===== src/rtl/fifo_pkg.sv =====
// Shared constants and the packer state type for the read-side byte packer.
package fifo_pkg;

  localparam int DATA_W = 8;
  localparam int PACK   = 4;
  localparam int CNT_W  = $clog2(PACK);

  typedef enum logic [1:0] {
    EMPTY = 2'd0,
    FILL  = 2'd1,
    FLUSH = 2'd2
  } pack_state_e;

endpackage


===== src/rtl/fifo_byte_packer_idle_timer.sv =====
// Saturating idle-cycle counter; expired fires on the idle cycle that brings the count to TIMEOUT.
module idle_timer #(
  parameter int TIMEOUT = 16
) (
  input  logic clk_rd,
  input  logic rrst_n,
  input  logic run,
  input  logic clr,
  output logic expired
);

  localparam int TW = $clog2(TIMEOUT + 1);

  logic [TW-1:0] count_q;
  logic [TW-1:0] count_d;

  always_comb begin
    count_d = count_q;
    if (clr) begin
      count_d = '0;
    end else if (run && (count_q != TW'(TIMEOUT))) begin
      count_d = count_q + TW'(1);
    end
  end

  // Counting includes the current idle cycle, so the flush decision lands on the TIMEOUT-th one.
  assign expired = run && !clr && (count_q >= TW'(TIMEOUT - 1));

  always_ff @(posedge clk_rd) begin
    if (!rrst_n) begin
      count_q <= '0;
    end else begin
      count_q <= count_d;
    end
  end

endmodule


===== src/rtl/fifo_byte_packer.sv =====
// Pops bytes from the async FIFO read port and packs them little-endian into 32-bit words,
// flushing a stalled partial word after TIMEOUT idle cycles.
module fifo_byte_packer #(
  parameter int DATA_W  = fifo_pkg::DATA_W,
  parameter int PACK    = fifo_pkg::PACK,
  parameter int TIMEOUT = 16
) (
  input  logic                   clk_rd,
  input  logic                   rrst_n,
  input  logic                   fifo_empty,
  output logic                   fifo_rd_en,
  input  logic [DATA_W-1:0]      fifo_rd_data,
  output logic [PACK*DATA_W-1:0] out_data,
  output logic [2:0]             out_bytes,
  output logic                   out_valid,
  input  logic                   out_ready
);

  import fifo_pkg::*;

  localparam int ACC_W = (PACK - 1) * DATA_W;

  pack_state_e             state_q, state_d;
  logic [CNT_W-1:0]        cnt_q, cnt_d;
  logic                    inflight_q;
  logic [ACC_W-1:0]        acc_q, acc_d;
  logic [PACK*DATA_W-1:0]  out_data_q, out_data_d;
  logic [2:0]              out_bytes_q, out_bytes_d;
  logic                    out_valid_q, out_valid_d;

  logic [2:0]              pend;
  logic                    flush_now;
  logic                    out_free;
  logic                    pop;
  logic                    complete;
  logic                    idle_run;
  logic                    idle_clr;
  logic                    idle_expired;
  logic                    flush_go;
  logic [PACK*DATA_W-1:0]  flush_word;

  assign pend      = 3'(cnt_q) + 3'(inflight_q);
  assign flush_now = (state_q == FLUSH);
  assign out_free  = !out_valid_q || out_ready;

  // A pop at pend == 3 completes a word one cycle later, so it needs the output register
  // to be empty or draining right now.
  assign pop = rrst_n && !fifo_empty && !flush_now &&
               ((pend < 3'd3) || ((pend == 3'd3) && out_free));

  assign complete = inflight_q && (cnt_q == CNT_W'(PACK - 1));

  assign idle_run = (cnt_q != '0) && !inflight_q && !pop;
  assign idle_clr = pop || inflight_q || flush_now;
  assign flush_go = idle_expired && (cnt_q != '0) && !inflight_q && out_free;

  idle_timer #(
    .TIMEOUT (TIMEOUT)
  ) u_idle_timer (
    .clk_rd  (clk_rd),
    .rrst_n  (rrst_n),
    .run     (idle_run),
    .clr     (idle_clr),
    .expired (idle_expired)
  );

  // Lanes beyond cnt may still hold bytes of an older word, so they are masked to zero.
  generate
    for (genvar gi = 0; gi < PACK - 1; gi++) begin : g_flush_lane
      assign flush_word[gi*DATA_W +: DATA_W] =
        (CNT_W'(gi) < cnt_q) ? acc_q[gi*DATA_W +: DATA_W] : '0;
    end
  endgenerate
  assign flush_word[PACK*DATA_W-1 -: DATA_W] = '0;

  always_comb begin
    cnt_d       = cnt_q;
    acc_d       = acc_q;
    out_data_d  = out_data_q;
    out_bytes_d = out_bytes_q;
    out_valid_d = out_valid_q;
    state_d     = state_q;

    if (out_valid_q && out_ready) begin
      out_valid_d = 1'b0;
    end

    if (inflight_q) begin
      if (complete) begin
        out_data_d  = {fifo_rd_data, acc_q};
        out_bytes_d = 3'(PACK);
        out_valid_d = 1'b1;
        cnt_d       = '0;
      end else begin
        for (int i = 0; i < PACK - 1; i++) begin
          if (cnt_q == CNT_W'(i)) begin
            acc_d[i*DATA_W +: DATA_W] = fifo_rd_data;
          end
        end
        cnt_d = cnt_q + CNT_W'(1);
      end
    end

    if (flush_now) begin
      out_data_d  = flush_word;
      out_bytes_d = 3'(cnt_q);
      out_valid_d = 1'b1;
      cnt_d       = '0;
    end

    case (state_q)
      EMPTY: begin
        if (pop) begin
          state_d = FILL;
        end
      end
      FILL: begin
        if (flush_go) begin
          state_d = FLUSH;
        end else if ((cnt_d == '0) && !pop) begin
          state_d = EMPTY;
        end
      end
      FLUSH: begin
        state_d = EMPTY;
      end
      default: begin
        state_d = EMPTY;
      end
    endcase
  end

  always_ff @(posedge clk_rd) begin
    if (!rrst_n) begin
      state_q     <= EMPTY;
      cnt_q       <= '0;
      inflight_q  <= 1'b0;
      acc_q       <= '0;
      out_data_q  <= '0;
      out_bytes_q <= '0;
      out_valid_q <= 1'b0;
    end else begin
      state_q     <= state_d;
      cnt_q       <= cnt_d;
      inflight_q  <= pop;
      acc_q       <= acc_d;
      out_data_q  <= out_data_d;
      out_bytes_q <= out_bytes_d;
      out_valid_q <= out_valid_d;
    end
  end

  assign fifo_rd_en = pop;
  assign out_data   = out_data_q;
  assign out_bytes  = out_bytes_q;
  assign out_valid  = out_valid_q;

endmodule


===== config.mk =====
export PLATFORM = sky130hd
export DESIGN_NAME = fifo_byte_packer
export DESIGN_NICKNAME = d
export VERILOG_FILES = /design/src/rtl/fifo_pkg.sv /design/src/rtl/fifo_byte_packer_idle_timer.sv /design/src/rtl/fifo_byte_packer.sv
export SDC_FILE = /design/constraint.sdc
export NUM_CORES = 1
export LEC_CHECK = 0
export ABC_AREA = 1
export ABC_CLOCK_PERIOD_IN_PS = 4100
export CAP_MARGIN = 5
export CORE_MARGIN = 3
export CORE_UTILIZATION = 56
export DETAILED_ROUTE_END_ITERATION = 7
export HOLD_SLACK_MARGIN = 0.08
export PLACE_DENSITY_LB_ADDON = 0.15
export SLEW_MARGIN = 20
export SYNTH_ARGS = -nofsm -noshare
export SYNTH_HDL_FRONTEND = slang
export SYNTH_HIERARCHICAL = 1
export SYNTH_SLANG_ARGS = --single-unit

===== constraint.sdc =====
create_clock -name clk_rd -period 4.1 [get_ports clk_rd]
set_clock_uncertainty 0.05 [all_clocks]
set_input_delay 0.615 -clock clk_rd [delete_from_list [all_inputs] [get_ports clk_rd]]
set_output_delay 0.615 -clock clk_rd [all_outputs]
set_load 0.02 [all_outputs]

# Word level (Yosys, flattened, before mapping)
# Cells that the tools add are included.
# W data, S select, Z words.
[word_totals] regBits=70 in_bits=12 output_inout_bits=37 elab_cells=90
[classes] n_addsub=3 magnitude_cmp=5 eq_ne=9 muxes=20 n_bitwise=2 n_reduce_logical=39
[op_table] cell="$mux W24" count=3
[op_table] cell="$mux W8" count=3
[op_table] cell="$mux W2" count=9
[op_table] cell="$logic_and A1 B1 Y1" count=15
[op_table] cell="$reduce_and A3 Y1" count=3
[op_table] cell="$eq A2 B2 Y1 const B" count=3
[op_table] cell="$logic_not A1 Y1" count=6
[op_table] cell="$logic_not A2 Y1" count=3
[op_table] cell="$reduce_and A2 Y1" count=3
[op_table] cell="$reduce_bool A2 Y1" count=3
[op_table] cell="$add A5 B1 Y5 const B" count=1
[op_table] cell="$ge A5 B4 Y1 const B" count=1
[op_table] cell="$ne A5 B5 Y1 const B" count=1
[op_table] cell="$eq A2 B1 Y1 const B" count=2
[op_table] cell="$logic_or A1 B1 Y1" count=4
[op_table] cell="$lt A1 B2 Y1 const A" count=2
[op_table] cell="$mux W1" count=4
[op_table] cell="$pmux W2 S2" count=1
[op_table] cell="$reduce_or A2 Y1" count=2
[op_table] cell="$add A2 B1 Y3" count=1
[op_table] cell="$eq A3 B2 Y1 const B" count=1
[op_table] cell="$lt A3 B2 Y1 const B" count=1
[op_table] cell="$ne A3 B3 Y1 const B" count=1
[op_table] cell="$add A2 B1 Y2 const B" count=1
[op_table] cell="other kinds (3)" count=4

# Depth between registers and ports, before layout
[logic_depth] ltp_word=15 mapped_depth=16 mapped_depth_nobuf=15

# Hierarchy
# The synthesis kept the hierarchy.
[by_module_without_submodules] module="fifo_byte_packer" n_inst=1 cells_per_inst=297 area_per_inst_um2=2463.6 seq_area_each_um2=1301.2
[by_module_without_submodules] module="idle_timer" n_inst=1 cells_per_inst=50 area_per_inst_um2=340.3 seq_area_each_um2=100.1

# Worst setup path before layout
# OpenSTA, ideal clock, no wires.
[synth_path] path_kind="register to register" from="reg cnt_q[0]" to="reg state_q[0]" setup_time_ns=0.132 arrival_ns=1.983 t_required_ns=3.918 path_slack_ns=1.935 stages_incl_launch_ff=17 path_buffers=1 synth_period_minus_slack_ns=2.165 cell_sequence="dfxtp_1 -> ha_1 -> ha_1 -> nand2_1 -> inv_1 -> nand2_1 -> nand3_2 -> inv_1 -> nor3_1 -> buf_4 -> nand2_1 -> a21oi_1 -> o211ai_1 -> nand2_1 -> inv_1 -> nand2_1 -> a21oi_1"
[synth_between] word_cells_on_any_way=31 cone_classes="add/sub (2); order compare (1); eq/ne (4); mux (5); reduce/logical (19)"
[synth_rtl] item="start: declaration" line="fifo_byte_packer.sv:24" text="logic [CNT_W-1:0] cnt_q, cnt_d;"
[synth_rtl] item="start signal: assignment" line="fifo_byte_packer.sv:144" text="cnt_q <= cnt_d;"
[synth_rtl] item="$add A2 B1 Y3 *" line="fifo_byte_packer.sv:42" text="assign pend = 3'(cnt_q) + 3'(inflight_q);"
[synth_rtl] item="branches (longest 2 deep; another with $lt A3 B2 Y1)"
[synth_rtl] item="$logic_or A1 B1 Y1 *" line="fifo_byte_packer.sv:49" text="((pend < 3'd3) || ((pend == 3'd3) && out_free));"
[synth_rtl] item="$logic_and A1 B1 Y1 *" line="fifo_byte_packer.sv:48" text="assign pop = rrst_n && !fifo_empty && !flush_now &&"
[synth_rtl] item="net fifo_rd_en" line="fifo_byte_packer.sv:11" text="output logic fifo_rd_en,"
[synth_rtl] item="$logic_not A1 Y1 *" line="fifo_byte_packer.sv:53" text="assign idle_run = (cnt_q != '0) && !inflight_q && !pop;"
[synth_rtl] item="$logic_and A1 B1 Y1 *" line="fifo_byte_packer.sv:53"
[synth_rtl] item="net idle_run" line="fifo_byte_packer.sv:36" text="logic idle_run;"
[synth_rtl] item="$logic_and A1 B1 Y1 * (2 in a row)" line="fifo_byte_packer_idle_timer.sv:27" text="assign expired = run && !clr && (count_q >= TW'(TIMEOUT - 1));"
[synth_rtl] item="net idle_expired" line="fifo_byte_packer.sv:38" text="logic idle_expired;"
[synth_rtl] item="$logic_and A1 B1 Y1 * (3 in a row)" line="fifo_byte_packer.sv:55" text="assign flush_go = idle_expired && (cnt_q != '0) && !inflight_q && out_free;"
[synth_rtl] item="$mux W2 / $ne A3 B3 Y1 (equally long branches)"
[synth_rtl] item="$pmux W2 S2 / $reduce_and A2 Y1 (equally long branches)"
[synth_rtl] item="end signal: assignment" line="fifo_byte_packer.sv:143" text="state_q <= state_d;"
[synth_rtl] item="end: declaration" line="fifo_byte_packer.sv:23" text="pack_state_e state_q, state_d;"
# Mark *: on every way through the listed nets, which the timed path passes.
# A chain may end at the register's enable or synchronous reset.

# Worst setup path in the final report
[layout_path] from="in rrst_n" to="out fifo_rd_en"
[layout_between] elab_chain_cells=3
[layout_rtl] item="start: declaration" line="fifo_byte_packer.sv:9" text="input logic rrst_n,"
[layout_rtl] item="$logic_and A1 B1 Y1 (3 in a row)" line="fifo_byte_packer.sv:48"
[layout_rtl] item="end: declaration" line="fifo_byte_packer.sv:11"
# No other way between the ends.

==> reports/qor.yml <==
yosys:
  yosysTopAreaCellShare: 0.4998
  yosysUniqueCellTypes: 32
  syn_avg_cell_area_um2: 8.081
  syn-num-nets: 367
  ys.warnings.count: 6
  synth_area_leaders: "dfxtp_1, a21oi_1, o21ai_0"
  yosys.area.top_type: "dfxtp_1"
  ys_ff_latch: 70
  seq_area_frac_synth: 0.4998
  synthCells: 347
  syn_area_um2: 2804
sta:
  finalWorstSetupSlack_ns: 0.9401
  worst_pin_slew_ns: 0.5145
  setup_violations: 0
  hold_viol_final: 0
  finalSetupTns_ns: 0
  period_needed_ns: 3.160
  finalMaxSlewViolations: 0
  relSlewSlack: 0.6561
  finalCritPeriodShare: 0.7707
  hold_ws_ns: 0.4035
  timing.fmax_mhz: 316.5
  rsz0062_at_grt: "false"
clock_tree:
  cts_sinks: 70
  cts_tree: "done"
  root_buffer: "clkbuf_8"
  clk_pin_slew_ns: 0.08
  post_cts_buffers: 0
  cts_max_path_buffers: 2
  cts_buffers: 9
  htreeDepth: 3
  cts_resized: 0
  clk_latency_ns: 0.34
  hold_buffers: 0
placement:
  dp_hpwl_um: 4071
  gp_congestion: 0.7959
  place_ws_ns: 0.9432
  io_buffer_count: 48
  postPlaceCellArea_um2: 3291
route:
  dr.pass1.iters: 4
  drt-initial-drc-count: 122
  routedWlPerCell_um: 12.58
  wl_um: 5850
  ant_nets: 0
  routed_via_density: 5.135
  drc_errors: 0
  num_vias: 2388
critical_path:
  cp_data_required_time_ns: 3.43
  start_kind: "input pin"
  crit_type: "input pin to output port"
  crit_fanout: 29
  worstPathArrival_ns: 2.49
  worstSetupEndpointType: "output port"
finish:
  mostFrequentLayoutCell: "dfxtp_1"
  final_cell_mix: "dfxtp_1, a21oi_1, clkdlybuf4s50_1, inv_1, nand2_1"
  area_growth_pct: 25.21
  num-nets-final: 413
  drive_above_1_share: 0.08040
  fillers: 386
  design_area_um2: 3511
  diodes: 0
floorplan:
  coreArea_um2: 4786
  num_rows: 25
  num_io_pins: 49
  initial_core_util: 0.5859
  die_h_um: 76.76
  fp.dieArea_um2: 5892
  fp.dieW_um: 76.76
flow_run:
  cap_violations: 0
global_routing:
  grt_pass1_wl_um: 9998
  overflow: 0
  grt_max_degree: 34
  grt_pass1_vias: 2227
  antenna_found_initial: 0
  grt_usage: 0.2115
hold_path:
  hp-class: "register to register"
power:
  switching_share: 0.2376
  peakVddDrop_mv: 0.2691
  p_per_area_nw_per_um2: 403.4
  seqPwrFrac: 0.498
  p_leak_nw: 1.334
  power_frac_comb: 0.071
  netSwitchingPower_uw: 336.5
  clockPowerShare: 0.431
  p_int_mw: 1.080
status:
  outcome: "complete, no violations"
-- worst max-delay path, stage by stage --
cell,delay [ns]
clkdlybuf4s50_1,0.45
buf_4,0.25
inv_2,0.17
a21oi_2,0.18
nand3_2,0.11
inv_1,0.10
clkdlybuf4s50_1,0.61
-- cell families (layout without fill, tap and decap cells) --
family | after synthesis | in the layout | share of synthesized area
AOI/OAI and AO/OA | 109 | 109 | 0.2021
adders and majority gates | 8 | 8 | 0.03570
and+or+nand+nor | 94 | 94 | 0.1602
buffers and inverters | 66 | 117 | 0.1022
DFF | 70 | 70 | 0.4998
-- per-layer routing --
metal	track usage	vias to the layer above	wire (um)
li1	-	1227	-
met5	0	-	0
met4	0.1123	0	112
met1	0.2665	1094	2714
met2	0.3449	57	2769
met3	0.03638	10	253
-- cells in the mapped netlist --
library cell / number
ha_1: 8
o211ai_1: 2
buf_4: 6
nor4_1: 1
clkbuf_1: 3
inv_2: 3
nand2_4: 1
a21oi_2: 1
or2_1: 6
or2_0: 2
nand3_1: 19
nand3_2: 2
nand2_1: 40
nor3_1: 1
buf_6: 1
a31oi_1: 1
dfxtp_1: 70
nor2_1: 16
nand2_2: 3
buf_2: 5
nor2_8: 1
nor2_2: 1
o21ai_2: 1
o21ai_0: 39
a21oi_1: 61
inv_1: 45
inv_4: 1
o21ai_1: 1
a211oi_1: 2
nand4_1: 1
o21a_1: 1
clkinv_1: 2
-- power groups by stage --
| stage | clock, mW | combinational (mW) | sequential (mW) |
|---|---|---|---|
| after floorplan | 0 | 0.0661 | 0.721 |
| after global placement | 0 | 0.0981 | 0.721 |
| after detailed placement | 0 | 0.101 | 0.721 |
| after CTS | 0.620 | 0.101 | 0.705 |
| after global routing | 0.647 | 0.114 | 0.708 |
| final | 0.610 | 0.101 | 0.705 |
-- worst paths after layout --
path | slack [ns] | from | cells past startpoint | endpoint
setup / recovery | 0.94 | rrst_n | 7 | fifo_rd_en
hold / removal | 0.40 | acc_q[7] | 2 | acc_q[7]
setup reg to reg | 1.82 | inflight_q | 16 | state_q[0]
hold reg to reg | 0.40 | acc_q[7] | 2 | acc_q[7]
-- flip-flops by register name, summed over array words and instances, names as in the netlist --
| register | cells |
|---|---|
| u_idle_timer/count_q | 5 |
| out_bytes | 3 |
| out_valid | 1 |
| out_data | 32 |
| acc_q | 24 |
| state_q | 2 |
| cnt_q | 2 |
| inflight_q | 1 |
-- through the flow --
stage                     std cells    util  total power, mW
after floorplan                 347       -           0.7871
after global placement          449  0.6876           0.8187
after detailed placement        449  0.6876           0.8219
after CTS                       465  0.7336            1.427
after global routing            465  0.7336            1.469
final                           465  0.7336            1.416
-- layout make-up --
| type | count | area [um2] | share of cell area |
|---|---|---|---|
| sequential | 70 | 1401 | 0.3991 |
| multi-input combinational | 211 | 1116 | 0.3179 |
| timing repair buffer | 50 | 495.5 | 0.1411 |
| inverter | 51 | 193.9 | 0.05524 |
| clock buffer | 9 | 123.9 | 0.03528 |
| clock inverter | 7 | 96.34 | 0.02744 |
| tap | 67 | 83.83 | 0.02388 |
Note: power is estimated with default switching activity, not from simulation.
